### config.mk
export PLATFORM = sky130hd
export DESIGN_NAME = bk_sum_accumulator
export DESIGN_NICKNAME = d
export VERILOG_FILES = /design/src/rtl/bk_pkg.sv /design/src/rtl/bk_sat_add.sv /design/src/rtl/bk_sum_accumulator.sv
export SDC_FILE = /design/constraint.sdc
export NUM_CORES = 1
export LEC_CHECK = 0
export BUFFER_PORTS_ARGS = -buffer_cell sky130_fd_sc_hd__clkbuf_2
export CORE_MARGIN = 2
export CORE_UTILIZATION = 51
export DETAILED_ROUTE_END_ITERATION = 10
export MAX_ROUTING_LAYER = met4
export PLACE_DENSITY = 0.76
export SLEW_MARGIN = 20
export SYNTH_ARGS = -nofsm -noshare
export SYNTH_HDL_FRONTEND = slang
export SYNTH_SLANG_ARGS = --single-unit
### constraint.sdc
create_clock -name clk -period 2.6 [get_ports clk]
set_clock_uncertainty 0.05 [all_clocks]
set_input_delay 0.65 -clock clk [delete_from_list [all_inputs] [get_ports clk]]
set_output_delay 0.65 -clock clk [all_outputs]
set_load 0.03 [all_outputs]
### src/rtl/bk_pkg.sv
`default_nettype none
// ============================================================================
// Module      : bk_pkg
// Description : Shared types and default widths for the Brent-Kung sum
//               accumulator slice.
// Revision    : 1.0 - initial release
// ============================================================================
package bk_pkg;

  localparam int BK_OPERAND_W = 4;
  localparam int BK_SUM_W     = BK_OPERAND_W + 1;
  localparam int BK_ACC_W     = 12;
  localparam int BK_CNT_W     = 4;

  typedef enum logic [1:0] {
    IDLE  = 2'd0,
    ACCUM = 2'd1,
    HOLD  = 2'd2
  } state_e;

endpackage
`default_nettype wire

### src/rtl/bk_sat_add.sv
`default_nettype none
// ============================================================================
// Module      : bk_sat_add
// Description : Combinational accumulator + sample adder with carry out.
//               Macro BK_ACC_SATURATE_EN selects clamp-to-max on carry.
// Revision    : 1.0 - initial release
// ============================================================================
module bk_sat_add
  import bk_pkg::*;
#(
  parameter int SUM_W = BK_SUM_W,
  parameter int ACC_W = BK_ACC_W
) (
  input  logic [ACC_W-1:0] acc_i,
  input  logic [SUM_W-1:0] sum_i,
  output logic [ACC_W-1:0] sum_o,
  output logic             carry_o
);

  logic [ACC_W:0] w_full;

  assign w_full  = {1'b0, acc_i} + (ACC_W+1)'(sum_i);
  assign carry_o = w_full[ACC_W];

`ifdef BK_ACC_SATURATE_EN
  // Once clamped, every further add carries again, so the value stays pinned.
  assign sum_o = carry_o ? {ACC_W{1'b1}} : w_full[ACC_W-1:0];
`else
  assign sum_o = w_full[ACC_W-1:0];
`endif

endmodule
`default_nettype wire

### src/rtl/bk_sum_accumulator.sv
`default_nettype none
// ============================================================================
// Module      : bk_sum_accumulator
// Description : Accumulates a frame of adder sums and presents total, count
//               and sticky overflow on a valid/ready port.
//               Optional macro: BK_ACC_SATURATE_EN (saturating accumulate).
// Revision    : 1.0 - initial release
// ============================================================================
module bk_sum_accumulator
  import bk_pkg::*;
#(
  parameter int SUM_W = BK_SUM_W,
  parameter int ACC_W = BK_ACC_W,
  parameter int CNT_W = BK_CNT_W
) (
  input  logic             clk,
  input  logic             rst,
  input  logic             in_valid,
  output logic             in_ready,
  input  logic [SUM_W-1:0] in_sum,
  input  logic [CNT_W-1:0] frame_len,
  input  logic             flush,
  output logic             out_valid,
  input  logic             out_ready,
  output logic [ACC_W-1:0] out_acc,
  output logic [CNT_W-1:0] out_count,
  output logic             out_ovf
);

  state_e           state_q, state_d;
  logic [ACC_W-1:0] acc_q, acc_d;
  logic [CNT_W-1:0] cnt_q, cnt_d;
  logic [CNT_W-1:0] len_q, len_d;
  logic             ovf_q, ovf_d;
  logic [ACC_W-1:0] out_acc_q;
  logic [CNT_W-1:0] out_count_q;
  logic             out_ovf_q;

  logic             w_accept;
  logic             w_load_out;
  logic [ACC_W-1:0] w_add_sum;
  logic             w_add_carry;
  logic [CNT_W-1:0] w_cnt_inc;
  logic [CNT_W-1:0] w_first_len;

  assign in_ready    = (state_q != HOLD);
  assign w_accept    = in_valid && in_ready;
  assign w_cnt_inc   = cnt_q + CNT_W'(1);
  assign w_first_len = (frame_len == '0) ? CNT_W'(1) : frame_len;

  bk_sat_add #(
    .SUM_W (SUM_W),
    .ACC_W (ACC_W)
  ) u_add (
    .acc_i   (acc_q),
    .sum_i   (in_sum),
    .sum_o   (w_add_sum),
    .carry_o (w_add_carry)
  );

  always_comb begin
    state_d = state_q;
    acc_d   = acc_q;
    cnt_d   = cnt_q;
    len_d   = len_q;
    ovf_d   = ovf_q;
    case (state_q)
      IDLE: begin
        if (w_accept) begin
          acc_d   = ACC_W'(in_sum);
          cnt_d   = CNT_W'(1);
          len_d   = w_first_len;
          ovf_d   = 1'b0;
          state_d = (w_first_len == CNT_W'(1)) ? HOLD : ACCUM;
        end
      end
      ACCUM: begin
        if (w_accept) begin
          acc_d = w_add_sum;
          ovf_d = ovf_q | w_add_carry;
          cnt_d = w_cnt_inc;
        end
        // A flush coinciding with a sample closes the frame with that sample included.
        if ((w_accept && (w_cnt_inc == len_q)) || flush) begin
          state_d = HOLD;
        end
      end
      HOLD: begin
        if (out_ready) begin
          state_d = IDLE;
          acc_d   = '0;
          cnt_d   = '0;
          ovf_d   = 1'b0;
        end
      end
      default: state_d = IDLE;
    endcase
  end

  assign w_load_out = (state_q != HOLD) && (state_d == HOLD);

  always_ff @(posedge clk) begin
    if (rst) begin
      state_q     <= IDLE;
      acc_q       <= '0;
      cnt_q       <= '0;
      len_q       <= '0;
      ovf_q       <= 1'b0;
      out_acc_q   <= '0;
      out_count_q <= '0;
      out_ovf_q   <= 1'b0;
    end else begin
      state_q <= state_d;
      acc_q   <= acc_d;
      cnt_q   <= cnt_d;
      len_q   <= len_d;
      ovf_q   <= ovf_d;
      if (w_load_out) begin
        out_acc_q   <= acc_d;
        out_count_q <= cnt_d;
        out_ovf_q   <= ovf_d;
      end
    end
  end

  assign out_valid = (state_q == HOLD);
  assign out_acc   = out_acc_q;
  assign out_count = out_count_q;
  assign out_ovf   = out_ovf_q;

endmodule
`default_nettype wire
==> metrics.txt <==
clock slew at reported path FFs approximately 0.07 ns; Critical Setup Path Class in -> reg; most frequent cells after synthesis dfxtp_1, nor2_1, a21oi_1; Final Hold Violating Endpoints 0; hold path depth 2; Final WS setup between 0.2 and 0.25 ns; CTS Buf Count 5; Synth area leader dfxtp_1; PD cells approximately 550 nW/um^2; Setup WS pre-CTS -0.122 ns; share of layout cells above drive strength 1 between 20% and 30%; worst-skew pair later-pin latency 0.30 ns; Worst EP arrival around 2.6 ns; # rows 23; dpl cells ~320; # port buffers 32; Worst Hold Margin ~0.41 ns; WL/cell 14.2 um; ys flop type dfxtp_1; Setup Buffers After CTS 0; I/O pin total 33; Yosys reg bits 40; count leader, synth dfxtp_1; R2R depth 9; initial antenna violation count 0; Post-synth EDFFs 0; fin. max-slew vios 0; CTS tree built; CTS root buf clkbuf_8; largest cells by area after synthesis dfxtp_1, mux2i_1, ha_1; final cell count without fillers 325; library cells used by synthesis 52; Detailed Place HPWL 3430 um; Syn Area/Cell ~9.1 sq um; worst vdd ir between 300 and 400 uV; slew at the pin closest to its max-slew limit roughly 0.52 ns; min Tclk post-route 2.39 ns; Final period util roughly nine tenths; Yosys top cell area share 37.4%; Mapped Area ~2100 sq um; total negative slack 0 ns; height of the die just under 70 um; Cells after Synth 236; die area 4730 sq um; Die W around 69 um; Clock Tree Buf Depth 2; fmax approximately 420 MHz; fin nets 296; Vias 1,838; first-pass GRT wire length between 7000 and 8000 um; GRT Residual Overflow 0; post-DR vias/cell between 5 and 6; H-tree depth 2; drt pass-1 iters 4; Lkg Pwr around 1.0 nW; CTS sink count 40; synth warn 0; drc violations 0; largest net degree at the start of global routing 25; critical path fanouts, max 4; Synth-to-Final Area Change 15.7%; Routed Wire Length around 4600 um; Worst setup EP type register; Routed Antenna Nets 0; Core Box Area 4030 sq um; status finished clean; vias in the first global route between 1,500 and 2,000; worst hold path class reg -> reg; MaxCap Viol Count 0; Routability Congestion just over 0.8; GRT Resource Usage Total 22.2%; diode count 0; RSZ-0062 raised after global routing no; Initial Util ~53%; Max-slew headroom between 60% and 70%; Syn Nets 258; sequential fraction of the synthesis area a little under two fifths; DRT iter0 DRCs 85; ys async rst share 0%; type of origin of the critical path input pin; WP data required ~2.8 ns; final setup fails 0
metrics by stage:
step / power (mW) / utilization, % / cell area [sq um]
after floorplan: 0.891 / - / 2140
after global placement: 0.959 / 59.0 / 2380
after detailed placement: 0.967 / 59.0 / 2380
after CTS: 1.38 / 61.1 / 2460
after global routing: 1.44 / 61.5 / 2480
final: 1.37 / 61.5 / 2480
power breakdown:
group | total [mW] | switching [mW] | internal, mW
Sequential | 0.657 | 0.0188 | 0.638
Clock | 0.411 | 0.224 | 0.187
Combinational | 0.301 | 0.180 | 0.121
Total | 1.37 | 0.423 | 0.946
area by class of cell:
type | instances | area (sq um)
Tap cell | 50 | 62.6
Fill cell | 376 | 1550
Sequential cell | 40 | 801
Multi-Input combinational cell | 178 | 1260
Clock buffer | 5 | 68.8
Inverter | 7 | 26.3
Timing Repair Buffer | 42 | 235
Clock inverter | 3 | 18.8
worst max-delay path, stage by stage:
cell and delay [ns]:
clkbuf_2 0.09, ha_1 0.17, inv_1 0.06, fa_2 0.34, nor2b_2 0.13, o31a_1 0.23, o21ai_0 0.15, or4b_1 0.54
nand3_1 0.10, mux2_1 0.13
layout by cell type, fill, tap and decap left out, drive strengths merged, types with 2 or more instances in the layout:
master / count
nand2: 11
inv: 7
xnor2: 3
dfxtp: 40
nor3: 6
nor2b: 14
o31ai: 5
o21ai: 12
a21oi: 17
clkinv: 3
a31oi: 2
clkbuf: 37
a22oi: 2
a211oi: 5
ha: 7
mux2: 8
and2: 3
buf: 10
nor2: 23
xor2: 5
nand4: 3
or3: 3
a21o: 4
mux2i: 9
nor3b: 2
o21a: 3
nand3: 4
nand2b: 5
o2111ai: 2
nand3b: 8
flip-flops by register name, indices dropped and copies added, names as in the netlist:
name	cells
state_q	2
out_acc	12
out_ovf	1
ovf_q	1
acc_q	12
len_q	4
cnt_q	4
out_count	4
per-layer routing:
metal,GRT usage (%),vias to the layer above,wire [um]
met5,-,-,0
met4,8.82,0,76
met3,5.36,6,303
met2,36.2,52,2150
met1,26.3,859,2100
li1,-,921,-
path summary, 6_finish.rpt:
kind	from	end	slack, ns
max reg2reg	acc_q[0]	out_acc[8]	0.32
max	in_sum[0]	out_acc[8]	0.21
min	out_acc[7]	out_acc[7]	0.41
min reg2reg	out_acc[7]	out_acc[7]	0.41
logic make-up after synthesis:
kind of cell,count (synthesis),share of synthesized area [%]
buffers and inverters,18,4.15
and+or+nand+nor,88,24.1
DFF,40,37.4
muxes,17,8.42
adders and majority gates,8,5.03
AOI/OAI and AO/OA,57,17.6
xor gates and xnor gates,8,3.27
what timing repair did:
item / in CTS / in global routing
resized for setup: 0 / 3
endpoints found under the setup margin: 0 / 1
hold buffers: 0 / 0
(Power assumes the default switching activity.)
